==> config.mk <==
export PLATFORM = sky130hd
export DESIGN_NAME = imem_loader
export DESIGN_NICKNAME = d
export VERILOG_FILES = /design/src/rtl/imem_loader.sv
export SDC_FILE = /design/constraint.sdc
export NUM_CORES = 1
export LEC_CHECK = 0
export CORE_ASPECT_RATIO = 2
export CORE_MARGIN = 5
export CORE_UTILIZATION = 50
export DETAILED_ROUTE_END_ITERATION = 8
export PLACE_DENSITY = 0.87
export SETUP_SLACK_MARGIN = 0.3
export SLEW_MARGIN = 20
export SYNTH_ARGS = -nofsm -noshare
export SYNTH_HDL_FRONTEND = slang
export SYNTH_SLANG_ARGS = --single-unit
==> constraint.sdc <==
create_clock -name clk_i -period 2.7 [get_ports clk_i]
set_input_delay 0.54 -clock clk_i [delete_from_list [all_inputs] [get_ports clk_i]]
set_output_delay 0.54 -clock clk_i [all_outputs]
set_load 0.02 [all_outputs]
==> src/rtl/imem_loader.sv <==
// Instruction-memory loader: zero-clears the imem, packs a little-endian byte
// stream into 32-bit words, then releases the CPU from reset.
//
// Ports:
//   clk_i, rst_i        clock, synchronous active-high reset
//   start_i             load request (honoured in IDLE or DONE)
//   byte_valid_i/data/last, byte_ready_o   byte stream handshake
//   mem_we_o/addr_o/data_o                 imem write port
//   cpu_rst_o           CPU reset, active low (1 = run)
//   busy_o, done_o      status
//   word_count_o        words written from the stream this load
//   overflow_o          sticky, bytes arrived after DEPTH words
module imem_loader #(
    parameter int DEPTH  = 256,
    parameter int ADDR_W = 8
) (
    input  logic              clk_i,
    input  logic              rst_i,
    input  logic              start_i,
    input  logic              byte_valid_i,
    input  logic [7:0]        byte_data_i,
    input  logic              byte_last_i,
    output logic              byte_ready_o,
    output logic              mem_we_o,
    output logic [ADDR_W-1:0] mem_addr_o,
    output logic [31:0]       mem_data_o,
    output logic              cpu_rst_o,
    output logic              busy_o,
    output logic              done_o,
    output logic [ADDR_W:0]   word_count_o,
    output logic              overflow_o
);

    typedef enum logic [2:0] {
        IDLE,
        CLEAR,
        LOAD,
        FLUSH,
        DONE
    } state_t;

    localparam logic [ADDR_W-1:0] LAST_ADDR = ADDR_W'(DEPTH - 1);
    localparam logic [ADDR_W:0]   FULL_CNT  = (ADDR_W + 1)'(DEPTH);

    state_t            state_q, state_d;
    logic [ADDR_W-1:0] addr_d;
    logic [31:0]       data_d;
    logic              we_d, ready_d, cpu_rst_d, busy_d, done_d, ovf_d;
    logic [ADDR_W:0]   wc_d;
    logic [1:0]        lane_q, lane_d;
    logic [31:0]       asm_q, asm_d;
    logic [31:0]       word_n;

    always_comb begin
        state_d   = state_q;
        addr_d    = mem_addr_o;
        data_d    = mem_data_o;
        we_d      = 1'b0;
        ready_d   = byte_ready_o;
        cpu_rst_d = cpu_rst_o;
        busy_d    = busy_o;
        done_d    = done_o;
        ovf_d     = overflow_o;
        wc_d      = word_count_o;
        lane_d    = lane_q;
        asm_d     = asm_q;
        word_n    = asm_q | (32'(byte_data_i) << {lane_q, 3'b000});

        case (state_q)
            IDLE, DONE: begin
                if (start_i) begin
                    state_d   = CLEAR;
                    we_d      = 1'b1;
                    addr_d    = '0;
                    data_d    = '0;
                    busy_d    = 1'b1;
                    done_d    = 1'b0;
                    cpu_rst_d = 1'b0;
                end
            end
            CLEAR: begin
                if (mem_addr_o == LAST_ADDR) begin
                    state_d = LOAD;
                    addr_d  = '0;
                    lane_d  = '0;
                    asm_d   = '0;
                    wc_d    = '0;
                    ovf_d   = 1'b0;
                    ready_d = 1'b1;
                end else begin
                    we_d   = 1'b1;
                    addr_d = mem_addr_o + 1'b1;
                    data_d = '0;
                end
            end
            LOAD: begin
                if (byte_valid_i && byte_ready_o) begin
                    lane_d = lane_q + 2'd1;
                    if (word_count_o == FULL_CNT) begin
                        // Memory full: keep draining the stream, drop bytes.
                        ovf_d = 1'b1;
                        asm_d = '0;
                    end else if (lane_q == 2'd3 || byte_last_i) begin
                        // Count is bumped together with scheduling the write
                        // so the full check sees it on the very next byte.
                        we_d   = 1'b1;
                        data_d = word_n;
                        addr_d = word_count_o[ADDR_W-1:0];
                        wc_d   = word_count_o + 1'b1;
                        asm_d  = '0;
                        lane_d = '0;
                    end else begin
                        asm_d = word_n;
                    end
                    if (byte_last_i) begin
                        state_d = FLUSH;
                        ready_d = 1'b0;
                    end
                end
            end
            FLUSH: begin
                state_d   = DONE;
                busy_d    = 1'b0;
                done_d    = 1'b1;
                cpu_rst_d = 1'b1;
            end
            default: state_d = IDLE;
        endcase
    end

    always_ff @(posedge clk_i) begin
        if (rst_i) begin
            state_q      <= IDLE;
            mem_addr_o   <= '0;
            mem_data_o   <= '0;
            mem_we_o     <= 1'b0;
            byte_ready_o <= 1'b0;
            cpu_rst_o    <= 1'b0;
            busy_o       <= 1'b0;
            done_o       <= 1'b0;
            overflow_o   <= 1'b0;
            word_count_o <= '0;
            lane_q       <= '0;
            asm_q        <= '0;
        end else begin
            state_q      <= state_d;
            mem_addr_o   <= addr_d;
            mem_data_o   <= data_d;
            mem_we_o     <= we_d;
            byte_ready_o <= ready_d;
            cpu_rst_o    <= cpu_rst_d;
            busy_o       <= busy_d;
            done_o       <= done_d;
            overflow_o   <= ovf_d;
            word_count_o <= wc_d;
            lane_q       <= lane_d;
            asm_q        <= asm_d;
        end
    end

endmodule
==> results.ini, run 1 <==
[run_status]
status = completed

[sta]
rsz0062_at_grt = no
tightest_slew_ns = 0.701
timing.final.crit_share_pct = 84.7
min_period_ns = 2.29
slew_headroom_pct = 53.1
setup_viol = 0
skew_ns = 0.00671
finalHoldViolCount = 0
fmax_mhz = 437
slew_viol_final = 0
tns_ns = 0

[clocking]
clkSlewWorstSetupHoldPaths_ns = 0.06
cts_tree = built
htreeDepth = 3
cts_buffers = 9
worstSkewPairLatency_ns = 0.34
hold_buffers = 0
cts_root_buffer = clkbuf_16
clock_path_buffers = 2
cts_sinks = 91

[die]
core_mm2 = 0.00817
die_y_um = 139
die_area_mm2 = 0.0103
rows = 47
die_w_um = 74.4
io_pins = 68
initial_core_util_pct = 50.7

[synth]
synth_ff_type = dfxtp_1
ys_types = 52
synth_edf_count = 0
synthCells = 503
synth.avg_cell_area_um2 = 8.24
syn-cell-area_mm2 = 0.00414
ys_ff_latch = 91
syn_nets = 520
yosysSeqAreaShare_pct = 44.0
yosys_warnings = 0
async_flop_share_pct = 0

[worst_setup_path]
worst-r2r-cell-count = 6
crit_path_end_kind = flop
r2r_slack_ns = 0.41
cp.arrival_ns = 2.56
cp.required_ns = 2.97
startpoint_type = flop
crit_fanout = 8
critical_path_class = flop to flop

[job]
maxCapViolCount = 0

[finish]
fillCellCount = 646
num_antenna_cells = 0
drive_gt1_share_pct = 9.35
ff_latch_area_mm2 = 0.00182
utilization_pct = 64.6
synthToLayoutAreaGrowth_pct = 27.4
multi_input_area_mm2 = 0.00213
final_nets = 579

[route]
wl_per_cell_um = 18.3
drt-initial-drc-count = 422
first_pass_iters = 7
drc = 0
vias_per_cell = 6.31
vias = 4199
ant_nets = 0
routed_wl_mm = 12.2

[worst_hold_path]
hold_path_depth = 2
min_path_type = flop to flop

[power_and_ir_drop]
p_leak_uw = 0.00169
ir_drop_v = 0.000408
powerDensity_mw_per_mm2 = 536

[place]
gp_congestion = 0.891
hpwl_mm = 8.13
placement.io_buffers = 67

[global_routing]
grt.total_usage_pct = 23.8
grt-ovfl-total = 0
antenna_found_initial = 0
grt_pass1_vias = 4020
grt_pass1_wl_mm = 19.4
grt_max_degree = 67

## state kept, by name, summed over array words and instances (netlist names)
signal and flops:
word_count_o 9, asm_q 32, mem_we_o 1, done_o 1, byte_ready_o 1, state_q 3, mem_addr_o 8, mem_data_o 32
overflow_o 1, busy_o 1, lane_q 2
## Yosys cell counts, drive strengths merged, types with 8 or more instances
master | count | area share [%]
nor2 | 20 | 1.9
dfxtp | 91 | 44
o21ai | 43 | 5.2
or4 | 34 | 6.2
nand3 | 8 | 0.97
nand2 | 40 | 3.6
or3 | 40 | 6.0
buf | 14 | 2.1
clkbuf | 31 | 2.8
a21oi | 114 | 14
## metal layers
layer  track usage (%)  routed length, um  up-vias  share of wire [%]
li1                  -                  -     1967                  -
met1              24.9               4290     2004                 35
met2              42.0               6630      182                 54
met3              4.35                678       46                5.6
met4              13.9                571        0                4.7
met5                 0                  0        -                  0
## critical path, cell delays in order, from the launching register on
cell	delay, ns
dfxtp_1	0.47
nand4_1	0.34
nor3_4	0.41
buf_4	0.18
o221ai_2	0.14
or4b_1	0.49
a21oi_1	0.17
## cell type report
class,instances,area share [%]
multi-input cells,363,40.4
clock buffers,12,4.86
repair buffers,92,16.6
well taps,98,2.32
clock inverters,4,0.924
flip-flops and latches,91,34.5
inverters,5,0.356
## final timing paths
check | start | to
setup / recovery | mem_addr_o[3] | word_count_o[7]
hold / removal | asm_q[6] | asm_q[6]
setup reg to reg | mem_addr_o[3] | word_count_o[7]
hold reg to reg | asm_q[6] | asm_q[6]
## placed cells by master, fill, tap and decap left out, types with 2 or more instances in the layout
| master | instances |
|---|---|
| inv_1 | 5 |
| buf_12 | 2 |
| nor3_1 | 4 |
| o21ai_1 | 26 |
| ha_1 | 3 |
| dfxtp_1 | 90 |
| a21oi_1 | 114 |
| clkdlybuf4s50_1 | 66 |
| or4b_1 | 4 |
| nor2b_1 | 4 |
| nand2_1 | 40 |
| or4_1 | 34 |
| a21o_1 | 2 |
| clkbuf_16 | 9 |
| clkinv_2 | 2 |
| nor2_1 | 19 |
| a211oi_1 | 2 |
| mux2i_1 | 2 |
| o22ai_1 | 2 |
| nand3_1 | 8 |
| nand2b_1 | 4 |
| a2bb2oi_1 | 2 |
| clkbuf_8 | 2 |
| a22oi_1 | 3 |
| o2bb2ai_1 | 4 |
| or3_1 | 40 |
| xnor2_1 | 2 |
| o21ai_0 | 17 |
| buf_4 | 23 |
## cells by family (layout without fill, tap and decap cells)
kind of cell	Yosys count	in the layout	synth area share (%)
AO/OA/AOI/OAI	185	186	24.8
flip-flops	91	91	44.0
adder cells (fa/ha/maj)	4	4	1.21
XOR/XNOR	3	3	0.634
buffers and inverters	50	113	5.32
AND/OR/NAND/NOR	168	168	23.6
multiplexers	2	2	0.483
## power by group
group	switching (uW)	total [uW]	internal (uW)
clock network	520	1290	767
logic	113	181	68.1
registers	10.3	1360	1350
total	644	2830	2180
## metrics by stage
step / hold slack [ns] / power [uW] / std cells / worst slack (ns) / area (um^2)
after floorplan: 0.432 / 1480 / 503 / 0.470 / 4140
after global routing: 0.471 / 2900 / 665 / 0.305 / 5280
after detailed placement: 0.443 / 1560 / 645 / 0.105 / 4930
after CTS: 0.451 / 2830 / 662 / 0.336 / 5250
after global placement: 0.437 / 1550 / 645 / 0.178 / 4930
final: 0.451 / 2830 / 665 / 0.413 / 5280
## repair_timing
action | in CTS | in global routing
cloned | 1 | 0
gates resized for setup | 0 | 3
setup endpoints to repair | 3 | 58
buffers inserted | 0 | 3
pin swaps | 1 | 2
hold endpoints to repair | 0 | 0
No activity file was read; power rests on OpenSTA's default activity.
==> run 2: changes to the inputs <==
- clock period: 2.7 -> 2.4 ns (I/O delays scaled with it)
==> run 2 against run 1 <==
Against the previous run:
- clock skew fell by 0.0013 ns
- critical path depth increased by 4
- worst setup slack worse by 0.23 ns
- final cell count grew 3.3%
- largest cell class unchanged
- highest routed layer unchanged
==> results.ini, run 2 (same netlist as run 1, synthesis figures left out) <==
[die]
die_w_um = 74.4  ; unchanged
rows = 47  ; unchanged
io_pins = 68  ; unchanged
core_mm2 = 0.00817  ; unchanged
die_area_mm2 = 0.0103  ; unchanged
initial_core_util_pct = 50.7  ; unchanged
die_y_um = 139  ; unchanged

[clocking]
cts_root_buffer = clkbuf_16
cts_sinks = 91  ; unchanged
htreeDepth = 3  ; unchanged
clkSlewWorstSetupHoldPaths_ns = 0.06  ; about the same
clock_path_buffers = 2  ; unchanged
cts_tree = built
worstSkewPairLatency_ns = 0.35  ; about the same
cts_buffers = 9  ; unchanged

[worst_hold_path]
min_path_type = flop to flop
worstHoldStart = asm_q[23]

[global_routing]
grt_pass1_wl_mm = 20.1  ; +3.9%
grt.total_usage_pct = 24.9  ; +1.1 points
antenna_found_initial = 0  ; unchanged
grt_pass1_vias = 4297  ; +6.9%
grt_max_degree = 81  ; +21%
grt-ovfl-total = 0  ; unchanged

[route]
vias_per_cell = 6.38  ; +0.99%
drt-initial-drc-count = 552  ; +31%
vias = 4381  ; +4.3%
ant_nets = 0  ; unchanged
routed_wl_mm = 13.6  ; +12%
wl_per_cell_um = 19.8  ; +8.0%
drc = 0  ; unchanged
top_layer = met4
met2WireLength_mm = 7.13  ; +7.5%
wl_met1_mm = 4.53  ; +5.5%
route.met3.wl_um = 862  ; +27%
first_pass_iters = 5  ; -2

[power_and_ir_drop]
p_leak_uw = 0.00193  ; +14%
powerDensity_mw_per_mm2 = 584  ; +8.9%
ir_drop_v = 0.000649  ; +59%

[sta]
timing.final.crit_share_pct = 92.3  ; +7.6 points
tightest_slew_ns = 0.783  ; +0.0811 ns
tns_ns = 0  ; unchanged
finalHoldViolCount = 0  ; unchanged
min_period_ns = 2.22  ; -0.0713 ns
rsz0062_at_grt = yes
slew_headroom_pct = 47.7  ; -5.4 points
setup_viol = 0  ; unchanged
slew_viol_final = 0  ; unchanged
skew_ns = 0.00544  ; -0.00127 ns
fmax_mhz = 451  ; +3.2%
holdWs_ns = 0.452  ; +0.000671 ns

[worst_setup_path]
cp.required_ns = 2.67  ; -0.30 ns
r2r_slack_ns = 0.18  ; -0.23 ns
crit_path_end_kind = flop
startpoint_type = flop
cp.arrival_ns = 2.49  ; -0.07 ns
r2r-start = word_count_o[0]
cp-startpoint = word_count_o[0]
critical_path_class = flop to flop
crit_fanout = 10  ; +2

[finish]
drive_gt1_share_pct = 19.0  ; +9.7 points
layout_common_cells = a21oi_1, dfxtp_1, clkdlybuf4s50_1
utilization_pct = 71.5  ; +6.9 points
design_area_mm2 = 0.00585  ; +11%
final_nets = 601  ; +3.8%
fin_cells = 687  ; +3.3%
layout_commonest_cell = a21oi_1
num_antenna_cells = 0  ; unchanged
reg.largest.list = asm_q x32, mem_data_o x32, word_count_o x9
synthToLayoutAreaGrowth_pct = 41.1

[place]
placement.io_buffers = 67  ; unchanged
placed_cells = 652  ; +1.1%
hpwl_mm = 7.86  ; -3.4%
placed_area_mm2 = 0.00500  ; +1.4%
gp_congestion = 0.848  ; -4.8%

[run_status]
status = completed

[job]
maxCapViolCount = 0  ; unchanged

[run 2: layout make-up]
type                            count  area (um^2)
Clock inverter                      4         73.8
Clock buffer                       12          246
Fill cell                         575         2330
Timing Repair Buffer              115         1280
Multi-Input combinational cell    362         2270
Inverter                            5         21.3
Tap cell                           98          123
Sequential cell                    91         1840
[run 2: through the flow]
step,setup slack (ns),total power [uW]
floorplan,0.302,1670
global placement,0.0648,1760
detailed placement,-0.0280,1760
CTS,0.260,3350
global route,0.132,3490
finish,0.185,3410
[run 2: worst paths after layout]
check,end,cells past startpoint
hold / removal,asm_q[23],2
hold reg to reg,asm_q[23],2
setup / recovery,mem_data_o[25],10
setup reg to reg,mem_data_o[25],10
[run 2: report_power, final]
group	internal [uW]	total, uW	switching (uW)
combinational	177	350	173
clock	942	1540	593
sequential	1520	1530	9.01
[run 2: worst max-delay path, stage by stage, from the launching register on]
cell     delay [ns]
dfxtp_4        0.37
inv_4          0.04
ha_4           0.15
or4b_4         0.21
o22a_4         0.17
o22ai_4        0.09
buf_12         0.16
buf_6          0.12
buf_16         0.14
or4_1          0.50
a21oi_1        0.19
[run 2: routing by layer]
layer  global-route usage, %  vias up
met5                       0        -
met4                    18.5        0
met3                    5.08       91
met2                    41.5      226
met1                    26.1     2052
li1                        -     2012
[run 2: repair_timing]
item | CTS | global route
gates cloned | 3 | 5
endpoints found under the setup margin | 77 | 84
gates resized for setup | 24 | 44
buffers inserted | 9 | 2
hold buffers | 0 | 0
pin swaps | 16 | 30
endpoints found under the hold margin | 0 | 0
==> run 3: changes to the inputs <==
- CTS_CLUSTER_SIZE: default -> 16
==> results of run 3 <==
No change in the layout: final DEF, timing and power equal those of run 2.
